$ cat src/rtl/fd_reg_if.sv
// F/D pipeline register bus: F-stage fetch values and D-stage control in,
// registered D-stage instruction state out.
interface fd_reg_if;
    logic        req;
    logic        flush;
    logic        En_FD;
    logic [31:0] Pc_F;
    logic [31:0] Instr_F;
    logic        Jump_D;
    logic [31:0] Pc_D;
    logic [31:0] Instr_D;
    logic        BD_D;
    logic [4:0]  ExcCode_D;
    logic        Valid_D;

    // Fetch/hazard side: drives the F-stage values and pipeline control.
    modport master (
        output req, flush, En_FD, Pc_F, Instr_F, Jump_D,
        input  Pc_D, Instr_D, BD_D, ExcCode_D, Valid_D
    );

    // Register side: consumes F-stage values, presents the D-stage state.
    modport slave (
        input  req, flush, En_FD, Pc_F, Instr_F, Jump_D,
        output Pc_D, Instr_D, BD_D, ExcCode_D, Valid_D
    );
endinterface

$ cat src/rtl/fd_reg.sv
// F/D pipeline register. Captures PC/instruction from fetch, flags fetch
// address errors (AdEL), marks delay-slot instructions and inserts bubbles
// on exception entry or flush.
module fd_reg #(
    parameter logic [31:0] PC_RESET   = 32'h0000_3000,
    parameter logic [31:0] PC_HANDLER = 32'h0000_4180,
    parameter logic [31:0] IM_LO      = 32'h0000_3000,
    parameter logic [31:0] IM_HI      = 32'h0000_6ffc,
    parameter logic [4:0]  EXC_ADEL   = 5'd4
) (
    input logic     clk,
    input logic     reset,
    fd_reg_if.slave fd
);

    logic adel;

    // Fetch address check: misaligned or outside instruction memory (unsigned).
    always_comb begin
        adel = (fd.Pc_F[1:0] != 2'b00) || (fd.Pc_F < IM_LO) || (fd.Pc_F > IM_HI);
    end

    // D-stage state: reset > req > flush > stall > capture. Bubbles keep a
    // meaningful PC because EPC logic downstream reads it. A faulting fetch
    // still advances as valid (nop word) so the exception is reported in order.
    always_ff @(posedge clk or negedge reset) begin
        if (!reset) begin
            fd.Pc_D      <= PC_RESET;
            fd.Instr_D   <= 32'h0;
            fd.BD_D      <= 1'b0;
            fd.ExcCode_D <= 5'd0;
            fd.Valid_D   <= 1'b0;
        end else if (fd.req) begin
            fd.Pc_D      <= PC_HANDLER;
            fd.Instr_D   <= 32'h0;
            fd.BD_D      <= 1'b0;
            fd.ExcCode_D <= 5'd0;
            fd.Valid_D   <= 1'b0;
        end else if (fd.flush) begin
            fd.Pc_D      <= fd.Pc_F;
            fd.Instr_D   <= 32'h0;
            fd.BD_D      <= 1'b0;
            fd.ExcCode_D <= 5'd0;
            fd.Valid_D   <= 1'b0;
        end else if (fd.En_FD) begin
            // Jump_D belongs to the instruction leaving D on this edge, so a
            // stalled branch marks nothing until its slot is really captured.
            fd.Pc_D      <= fd.Pc_F;
            fd.Instr_D   <= adel ? 32'h0 : fd.Instr_F;
            fd.BD_D      <= fd.Jump_D;
            fd.ExcCode_D <= adel ? EXC_ADEL : 5'd0;
            fd.Valid_D   <= 1'b1;
        end
    end

endmodule

$ cat src/flat_wrapper.sv
// flat-port wrapper written by rule: the top's interface ports become plain ports
module fd_reg_flat 
#(
    parameter logic [31:0] PC_RESET   = 32'h0000_3000,
    parameter logic [31:0] PC_HANDLER = 32'h0000_4180,
    parameter logic [31:0] IM_LO      = 32'h0000_3000,
    parameter logic [31:0] IM_HI      = 32'h0000_6ffc,
    parameter logic [4:0]  EXC_ADEL   = 5'd4
)
  (clk, reset, fd_req, fd_flush, fd_En_FD, fd_Pc_F, fd_Instr_F, fd_Jump_D, fd_Pc_D, fd_Instr_D, fd_BD_D, fd_ExcCode_D, fd_Valid_D);
  fd_reg_if fd_i ();
  input logic clk;
  input logic reset;
  input wire logic [$bits(fd_i.req)-1:0] fd_req;
  input wire logic [$bits(fd_i.flush)-1:0] fd_flush;
  input wire logic [$bits(fd_i.En_FD)-1:0] fd_En_FD;
  input wire logic [$bits(fd_i.Pc_F)-1:0] fd_Pc_F;
  input wire logic [$bits(fd_i.Instr_F)-1:0] fd_Instr_F;
  input wire logic [$bits(fd_i.Jump_D)-1:0] fd_Jump_D;
  output wire logic [$bits(fd_i.Pc_D)-1:0] fd_Pc_D;
  output wire logic [$bits(fd_i.Instr_D)-1:0] fd_Instr_D;
  output wire logic [$bits(fd_i.BD_D)-1:0] fd_BD_D;
  output wire logic [$bits(fd_i.ExcCode_D)-1:0] fd_ExcCode_D;
  output wire logic [$bits(fd_i.Valid_D)-1:0] fd_Valid_D;
  assign fd_i.req = fd_req;
  assign fd_i.flush = fd_flush;
  assign fd_i.En_FD = fd_En_FD;
  assign fd_i.Pc_F = fd_Pc_F;
  assign fd_i.Instr_F = fd_Instr_F;
  assign fd_i.Jump_D = fd_Jump_D;
  assign fd_Pc_D = fd_i.Pc_D;
  assign fd_Instr_D = fd_i.Instr_D;
  assign fd_BD_D = fd_i.BD_D;
  assign fd_ExcCode_D = fd_i.ExcCode_D;
  assign fd_Valid_D = fd_i.Valid_D;
  fd_reg #(.PC_RESET(PC_RESET), .PC_HANDLER(PC_HANDLER), .IM_LO(IM_LO), .IM_HI(IM_HI), .EXC_ADEL(EXC_ADEL)) u_core (.clk(clk), .reset(reset), .fd(fd_i));
endmodule
$ cat config.mk
export PLATFORM = sky130hd
export DESIGN_NAME = fd_reg_flat
export DESIGN_NICKNAME = d
export VERILOG_FILES = /design/src/rtl/fd_reg_if.sv /design/src/rtl/fd_reg.sv /design/src/flat_wrapper.sv
export SDC_FILE = /design/constraint.sdc
export NUM_CORES = 1
export LEC_CHECK = 0
export CORE_MARGIN = 1
export CORE_UTILIZATION = 43
export CTS_CLUSTER_SIZE = 16
export DETAILED_ROUTE_END_ITERATION = 8
export PLACE_DENSITY = 0.81
export REMOVE_ABC_BUFFERS = 1
export SLEW_MARGIN = 20
export SYNTH_ARGS = -nofsm -noshare
export SYNTH_HDL_FRONTEND = slang
export SYNTH_SLANG_ARGS = --single-unit
$ cat constraint.sdc
create_clock -name clk -period 0.9 [get_ports clk]
set_input_delay 0.135 -clock clk [delete_from_list [all_inputs] [get_ports clk]]
set_output_delay 0.135 -clock clk [all_outputs]
set_load 0.02 [all_outputs]
==> qor.csv, run 1 <==
stage,metric,value,unit
clock_network,clkTransAtPathRegs,0.08,ns
yosys,seq_area_frac_synth,0.5078,
floorplan,coreArea,7331,um^2
floorplan,die_area,8045,um^2
worst_hold_path,min_to,u_core.fd.Pc_D[22],
power_and_ir_drop,power.share.sequential,0.395,
global_route,grt_start_max_net_pins,36,
placed_design,gp_congestion,0.8269,
yosys,ys_ff_latch,67,
worst_hold_path,hp-class,in -> reg,
critical_path,critical_path_arrival,1.56,ns
critical_path,cp_top_family,buffers and inverters,
sta,holdWs,0.05789,ns
critical_path,worst_ep_required_time,1.14,ns
detailed_routing,drt_iter0_drc,481,
detailed_routing,met2WireLength,10190,um
sta,fin_crit,1.313,ns
power_and_ir_drop,internal-power,5.709,mW
outcome,violations,negative setup slack,
yosys,ys_top_cells_by_area,"dfrtp_1 49%, nand3b_1 14%, o31ai_2 11%",
critical_path,crit_type,in -> reg,
global_route,grt_pass1_wl,22250,um
clock_network,cts_buffer_depth,2,
yosys,muxShareOfSynthArea,0.003027,
yosys,synth_compound_area_frac,0.1343,
critical_path,start_kind,input pin,
sta,final.setup.tns,-19.80,ns
yosys,synthXorXnorAreaFrac,0,
global_route,grt.total_usage,0.3936,
power_and_ir_drop,p_comb_frac,0.241,
yosys,avgSynthCellArea,10.63,um^2
detailed_routing,wire_per_inst,34.61,um
floorplan,fp.dieW,89.70,um
clock_network,clk_latency,0.35,ns
sta,setup_viol,133,
yosys,ys_async_sr_fraction,1.000,
sta,finalHoldViolations,0,
yosys,syn_inst,311,
critical_path,cp_num_buf_inv,7,
power_and_ir_drop,p_clk_frac,0.364,
critical_path,reg2reg_from,u_core.fd.Instr_D[26],
yosys,yosysTopAreaCellShare,0.4919,
worst_hold_path,hp-start,fd_Pc_F[22],
global_route,grt_remaining_overflow,0,
detailed_routing,routed_via_density,6.781,
yosys,synthDistinctLibCells,25,
detailed_routing,top_layer_used,met4,
global_route,antenna_found_initial,0,
detailed_routing,via_count,4394,
floorplan,std_cell_rows,31,
detailed_routing,drt_first_pass_iters,5,
job,drv_cap,0,
clock_network,cts_root_buf,clkbuf_8,
detailed_routing,routed_wl,22430,um
critical_path,slowest_delay,0.27,ns
yosys,synthAdderAreaFrac,0,
floorplan,die_h,89.70,um
floorplan,pin_count,141,
sta,min_period_over_period,1.459,
sta,fin_worst_skew,0,ns
critical_path,path_max_fanout,5,
yosys,yosys.area.top_type,dfrtp_1,
clock_network,cts_sinks,67,
critical_path,reg2reg_depth,3,
layout,fin_util,0.9630,
clock_network,ctsHtreeMaxLevel,3,
sta,fin_ws,-0.4132,ns
power_and_ir_drop,total_leakage_power,3.029,nW
yosys,synthSimpleGateAreaFrac,0.2894,
power_and_ir_drop,peakVddDrop,1.574,mV
yosys,synth_edf_count,0,
detailed_routing,drcViolationCount,0,
yosys,ys.flop_type,dfrtp_1,
placed_design,io_buffers,136,
placed_design,dp_hpwl,6326,um
layout,fin_nets,615,
global_route,first_global_vias,3804,
power_and_ir_drop,p_switching,2.421,mW
sta,rsz0062_at_grt,true,
layout,diodes,0,
yosys,ys_warn_count,0,
clock_network,tritoncts,built,
critical_path,end_kind,flip-flop,
layout,area_growth,113.5,%
yosys,synth_area,3307,um^2
detailed_routing,ant_nets,0,
power_and_ir_drop,cellPowerDensity,1152,nW/um^2
clock_network,cts_buffers,9,
power_and_ir_drop,switching_share,0.2978,
critical_path,r2r_setup_slack,-0.22,ns
sta,slew_violations,0,
worst_hold_path,hold_path_depth,3,
layout,drive_above_1_share,0.5574,
critical_path,path_cells,buf_6 -> buf_6 -> nor2_4 -> buf_6 -> buf_6 -> buf_12 -> buf_16 -> buf_6 -> nand3b_1 -> o31ai_4,
critical_path,path_common_cell,buf_6,
yosys,synth_top_family_by_area,simple AND/OR/NAND/NOR gates,
critical_path,critPathSlowestCell,nand3b_1,
critical_path,r2r_end,u_core.fd.Instr_D[26],
detailed_routing,wl_met3,2995,um
detailed_routing,wl_met1,6832,um
outcome,status,finished with violations,
floorplan,start_util,0.4511,
sta,fmax,761.5,MHz
[repair_timing]
action                                 CTS  global route
buffers inserted                        33            37
resized for setup                      629            55
cloned                                  15             6
endpoints found under the hold margin   65             0
setup endpoints to repair              134           130
hold buffers                             1             0
pin swaps                               52            66
[sequential cells by signal, indices dropped and copies added, names as in the netlist]
| signal | count |
|---|---|
| u_core.fd.Instr_D | 32 |
| u_core.fd.Pc_D | 32 |
| u_core.fd.BD_D | 1 |
| u_core.fd.ExcCode_D | 1 |
| u_core.fd.Valid_D | 1 |
[synth_stat cells (2+ instances only)]
library cell  number
buf_2             14
buf_4              4
buf_6              7
clkbuf_1           9
dfrtp_1           65
dfstp_2            2
nand2_1           65
nand3_1           33
nand3b_1          61
nor3_1             2
nor4_1             2
nor4_2             2
o21ai_0            3
o31ai_1            2
o31ai_2           30
[metal layers]
| layer | track usage | vias to the layer above |
|---|---|---|
| met5 | 0 | - |
| met1 | 0.4530 | 2094 |
| met3 | 0.07221 | 222 |
| met4 | 0.2280 | 0 |
| met2 | 0.6866 | 513 |
| li1 | - | 1565 |
[stage by stage]
| step | instances | cell area (um^2) | total power [mW] | setup WS (ns) |
|---|---|---|---|---|
| after global routing | 648 | 7059 | 8.287 | -0.3778 |
| after detailed placement | 552 | 4975 | 4.418 | -0.8309 |
| final | 648 | 7059 | 8.129 | -0.4132 |
| after floorplan | 280 | 3105 | 3.587 | -1.828 |
| after global placement | 552 | 4975 | 4.398 | -0.7800 |
| after CTS | 612 | 6505 | 7.527 | -0.2512 |
[final cells by class]
type                    instances  area (um^2)
clock buffers                  10        137.6
clock inverters                 5        77.57
fillers                       132        271.5
multi-input cells             213         2137
flip-flops and latches         67         1679
well taps                      99        123.9
repair buffers                254         2904
[cells by family after synthesis]
kind of cell           Yosys count
AND/OR/NAND/NOR                169
flip-flops                      67
AO/OA/AOI/OAI                   39
buffers and inverters           34
multiplexers                     1
other                            1
[cells in the final DEF, fill, tap and decap left out, drive strengths merged, types with 2 or more instances in the layout]
| cell type | n |
|---|---|
| nand3b | 61 |
| clkinv | 2 |
| nor4 | 4 |
| clkdlybuf4s15 | 4 |
| dfrtp | 65 |
| clkbuf | 16 |
| clkdlybuf4s50 | 43 |
| buf | 200 |
| nand2 | 65 |
| o31ai | 32 |
| dfstp | 2 |
| nand3 | 33 |
| bufinv | 2 |
| conb | 4 |
| o21ai | 3 |
| nor3 | 2 |
[worst reg2reg max path, stage by stage (launching register included)]
cell,delay (ns)
dfrtp_1,0.41
buf_4,0.14
nand3b_1,0.27
o31ai_4,0.16
[worst max-delay path by stage]
stage                     cells past startpoint          startpoint                    end  slack, ns
after floorplan                               3            fd_flush   u_core.fd.Instr_D[0]      -1.83
after global routing                         10              fd_req  u_core.fd.Instr_D[26]      -0.38
after CTS                                     1  u_core.fd.Pc_D[12]            fd_Pc_D[12]      -0.25
after global placement                        6         fd_Pc_F[20]  u_core.fd.Instr_D[28]      -0.78
after detailed placement                      6         fd_Pc_F[20]  u_core.fd.Instr_D[25]      -0.83
final                                        10              fd_req  u_core.fd.Instr_D[26]      -0.41
[power groups by stage]
| stage | clock network [mW] | registers [mW] | logic (mW) |
|---|---|---|---|
| CTS | 2.79 | 3.19 | 1.55 |
| global placement | 0 | 3.22 | 1.18 |
| finish | 2.96 | 3.21 | 1.96 |
| detailed placement | 0 | 3.23 | 1.19 |
| global route | 3.07 | 3.22 | 2.00 |
| floorplan | 0 | 3.36 | 0.232 |
Note: power is estimated with default switching activity, not from simulation.
==> inputs of run 2 (changes only) <==
--- a/config.mk
+++ b/config.mk
@@ -11,6 +11,7 @@
 export DETAILED_ROUTE_END_ITERATION = 8
 export PLACE_DENSITY = 0.81
 export REMOVE_ABC_BUFFERS = 1
+export SETUP_SLACK_MARGIN = 0.5
 export SLEW_MARGIN = 20
 export SYNTH_ARGS = -nofsm -noshare
 export SYNTH_HDL_FRONTEND = slang
==> run 2 against run 1 <==
The flow now stops in 5_1_grt; synthesized cell count stayed put; area after synthesis is the same.
==> qor.csv, run 2 <==
stage,metric,value,unit,change
yosys,ys_warn_count,0,,unchanged
yosys,synthSimpleGateAreaFrac,0.2894,,unchanged
yosys,ys_async_sr_fraction,1.000,,unchanged
yosys,synth_edf_count,0,,unchanged
floorplan,die_h,89.70,um,unchanged
yosys,ys_ff_latch,67,,unchanged
clock_network,cts_buffer_depth,2,,unchanged
yosys,synth_area,3307,um^2,unchanged
yosys,yosys.area.top_type,dfrtp_1,,
yosys,syn_inst,311,,unchanged
yosys,ys_top_cells_by_area,"dfrtp_1 49%, nand3b_1 14%, o31ai_2 11%",,
clock_network,cts_sinks,67,,unchanged
floorplan,pin_count,141,,unchanged
placed_design,dpl_cell_area,4975,um^2,unchanged
sta,worstEndpointGrtRepair,fd_Pc_D[12],,
yosys,synthAdderAreaFrac,0,,unchanged
floorplan,start_util,0.4511,,unchanged
yosys,yosysTopAreaCellShare,0.4919,,unchanged
outcome,haltStage,5_1_grt,,
placed_design,dp_hpwl,6326,um,unchanged
yosys,synthDistinctLibCells,25,,unchanged
floorplan,std_cell_rows,31,,unchanged
global_route,grt_remaining_overflow,261,,
yosys,seq_area_frac_synth,0.5078,,unchanged
yosys,avgSynthCellArea,10.63,um^2,unchanged
yosys,synth_compound_area_frac,0.1343,,unchanged
outcome,status,did not finish,,
clock_network,ctsHtreeMaxLevel,3,,unchanged
yosys,synthXorXnorAreaFrac,0,,unchanged
outcome,stop_error,[ERROR GRT-0232] Routing congestion too high. Check the congestion heatmap in the GUI.,,
yosys,muxShareOfSynthArea,0.003027,,unchanged
yosys,synth_top_family_by_area,simple AND/OR/NAND/NOR gates,,
floorplan,fp.dieW,89.70,um,unchanged
yosys,synth_common_cells,"65 x dfrtp_1, 65 x nand2_1, 61 x nand3b_1",,
placed_design,gp_congestion,0.8269,,unchanged
placed_design,io_buffers,136,,unchanged
clock_network,cts_buffers,9,,unchanged
global_route,grt.total_usage,0.8561,,
yosys,ys.flop_type,dfrtp_1,,
clock_network,cts_root_buf,clkbuf_8,,
sta,endpoint_type,primary output,,
global_route,grt_start_max_net_pins,36,,
==> run 2: logic make-up after synthesis <==
group / count (synthesis)
AO/OA/AOI/OAI: 39
AND/OR/NAND/NOR: 169
flip-flops: 67
other: 1
multiplexers: 1
buffers and inverters: 34
==> run 2: stage by stage <==
| step | util | setup slack (ns) | std cells | hold slack (ns) |
|---|---|---|---|---|
| floorplan | - | -1.828 | 280 | -0.1606 |
| global placement | 0.6786 | -0.7800 | 552 | 0.1441 |
| detailed placement | 0.6786 | -0.8309 | 552 | 0.1519 |
| CTS | 0.9121 | -0.2512 | 623 | -0.2176 |
==> run 2: routing by layer <==
layer  overflow  track usage
met5          0       0.1299
met4        105        1.049
met3          1       0.6252
met2        155        1.059
met1          0       0.8185
==> run 2: timing repair <==
item                                   in CTS
endpoints found under the hold margin      65
pin swaps                                  66
cloned                                     18
setup buffers                              38
gates resized for setup                   638
setup endpoints to repair                 134
==> inputs of run 3 (changes only) <==
--- a/config.mk
+++ b/config.mk
@@ -6,12 +6,10 @@
 export NUM_CORES = 1
 export LEC_CHECK = 0
 export CORE_MARGIN = 1
-export CORE_UTILIZATION = 43
-export CTS_CLUSTER_SIZE = 16
+export CORE_UTILIZATION = 35
 export DETAILED_ROUTE_END_ITERATION = 8
-export PLACE_DENSITY = 0.81
+export PLACE_DENSITY_LB_ADDON = 0.15
 export REMOVE_ABC_BUFFERS = 1
-export SETUP_SLACK_MARGIN = 0.5
 export SLEW_MARGIN = 20
 export SYNTH_ARGS = -nofsm -noshare
 export SYNTH_HDL_FRONTEND = slang
==> run 3 against run 2 <==
The flow now finishes, with violations (negative setup slack).
==> qor.csv, run 3 (same netlist as run 1, synthesis figures left out) <==
stage,metric,value,unit,change
outcome,status,finished with violations,,
outcome,violations,negative setup slack,,
floorplan,coreArea,9196,um^2,
critical_path,crit_type,reg -> out,,
global_route,grt_pass1_wl,17270,um,
sta,finalHoldViolations,0,,
clock_network,clk_latency,0.34,ns,
layout,area_growth,98.03,%,
critical_path,critical_path_arrival,1.01,ns,
detailed_routing,via_count,3299,,
critical_path,start_kind,flip-flop,,
critical_path,cp_num_buf_inv,1,,
layout,reg_top3,"u_core.fd.Instr_D x32, u_core.fd.Pc_D x32",,
detailed_routing,drt_first_pass_iters,4,,
detailed_routing,drcViolationCount,0,,
layout,drive_above_1_share,0.5134,,
critical_path,slowest_delay,0.54,ns,
global_route,antenna_found_initial,1,,
layout,final_common_cell,buf_6,,
layout,mostFrequentLayoutCells,"89 x buf_6, 65 x dfrtp_1, 63 x nand2_1",,
worst_hold_path,hp-class,in -> reg,,
floorplan,start_util,0.3596,,-0.09151
global_route,grt_remaining_overflow,0,,
clock_network,cts_buffer_depth,2,,unchanged
detailed_routing,routed_wl,12170,um,
critical_path,worst_ep_required_time,0.76,ns,
detailed_routing,drt_iter0_drc,119,,
sta,min_period_over_period,1.269,,
power_and_ir_drop,cellPowerDensity,1110,nW/um^2,
floorplan,std_cell_rows,35,,+13%
clock_network,clkTransAtPathRegs,0.07,ns,
placed_design,io_buffers,136,,unchanged
critical_path,end_kind,output port,,
sta,fin_worst_skew,0,ns,
sta,fin_ws,-0.2421,ns,
placed_design,gp_congestion,0.7451,,-9.9%
power_and_ir_drop,total_leakage_power,2.844,nW,
sta,holdWs,0.01822,ns,
layout,nFillCells,637,,
floorplan,die_h,99.20,um,+11%
detailed_routing,ant_nets,0,,
sta,fin_crit,1.142,ns,
critical_path,path_cells,buf_6,,
floorplan,pin_count,141,,unchanged
global_route,grt_start_max_net_pins,54,,
detailed_routing,routed_via_density,5.187,,
floorplan,die_area,9841,um^2,
sta,fmax,875.6,MHz,
placed_design,dp_hpwl,6349,um,+0.36%
critical_path,cp_top_family,flip-flops,,
clock_network,ctsHtreeMaxLevel,3,,unchanged
detailed_routing,wire_per_inst,19.14,um,
layout,fin_nets,590,,
sta,setup_viol,102,,
sta,slew_violations,0,,
clock_network,cts_sinks,67,,unchanged
sta,rsz0062_at_grt,true,,
clock_network,cts_buffers,9,,unchanged
global_route,first_global_vias,3235,,
clock_network,tritoncts,built,,
job,drv_cap,0,,
power_and_ir_drop,peakVddDrop,0.7557,mV,
power_and_ir_drop,p_total,7.267,mW,
critical_path,path_max_fanout,2,,
global_route,grt.total_usage,0.2300,,
critical_path,critPathSlowestCell,dfstp_2,,
clock_network,cts_root_buf,clkbuf_8,,
floorplan,fp.dieW,99.20,um,+11%
run 3: worst paths after layout:
path / startpoint / end / slack (ns) / depth (start not counted)
worst max-delay path: u_core.fd.Pc_D[13] / fd_Pc_D[13] / -0.24 / 1
worst min-delay path: fd_Pc_F[24] / u_core.fd.Pc_D[24] / 0.02 / 3
worst max register to register: u_core.fd.Valid_D / u_core.fd.Valid_D / -0.02 / 3
worst min register to register: u_core.fd.Pc_D[12] / u_core.fd.Pc_D[12] / 0.46 / 2
max in group asynchronous: reset / u_core.fd.Pc_D[12] / 0.27 / 3
min in group asynchronous: reset / u_core.fd.Pc_D[28] / 0.30 / 3
run 3: what timing repair did:
| action | in CTS | in global routing |
|---|---|---|
| setup buffers | 26 | 26 |
| resized for setup | 554 | 87 |
| gates cloned | 12 | 5 |
| setup endpoints to repair | 134 | 132 |
| endpoints found under the hold margin | 65 | 0 |
| hold buffers | 1 | 0 |
| pin swaps | 41 | 31 |
run 3: worst register-to-register path, stage by stage, from the launching register on:
cell and delay (ns):
dfrtp_1 0.40, buf_4 0.15, buf_4 0.12, o21a_1 0.15
run 3: report_power, final:
part / switching (mW) / leakage (nW) / internal, mW
registers: 0.0770 / 0.890 / 3.12
logic: 0.677 / 1.86 / 0.826
clock network: 1.15 / 0.0995 / 1.42
run 3: layout make-up:
type | instances | area [um^2] | area share
clock inverter | 2 | 35.03 | 0.005350
clock buffer | 13 | 158.9 | 0.02426
tap | 111 | 138.9 | 0.02121
timing repair buffer | 229 | 2566 | 0.3919
antenna | 1 | 2.502 | 0.0003821
sequential | 67 | 1679 | 0.2564
multi-input combinational | 213 | 1968 | 0.3005
run 3: stage by stage:
stage	instances	utilization	cell area (um^2)	setup WS (ns)	TNS, ns
after floorplan	280	-	3105	-1.828	-99.25
after global placement	564	0.5426	4990	-0.8137	-62.06
after detailed placement	564	0.5426	4990	-0.9164	-64.93
after CTS	616	0.6571	6043	-0.2581	-12.52
after global routing	636	0.7121	6549	-0.2670	-13.36
final	636	0.7121	6549	-0.2421	-9.773
run 3: layer usage:
layer | share of wire | vias up | track usage
li1 | - | 1527 | -
met1 | 0.41 | 1639 | 0.2884
met2 | 0.52 | 102 | 0.3857
met3 | 0.043 | 31 | 0.05552
met4 | 0.032 | 0 | 0.08484
met5 | 0 | - | 0
==> inputs of run 4 (changes only) <==
--- a/config.mk
+++ b/config.mk
@@ -8,6 +8,7 @@
 export CORE_MARGIN = 1
 export CORE_UTILIZATION = 35
 export DETAILED_ROUTE_END_ITERATION = 8
+export GPL_ROUTABILITY_DRIVEN = 0
 export PLACE_DENSITY_LB_ADDON = 0.15
 export REMOVE_ABC_BUFFERS = 1
 export SLEW_MARGIN = 20
==> results of run 4 <==
Same layout as run 3: the final DEF is identical, and so are final timing and power.
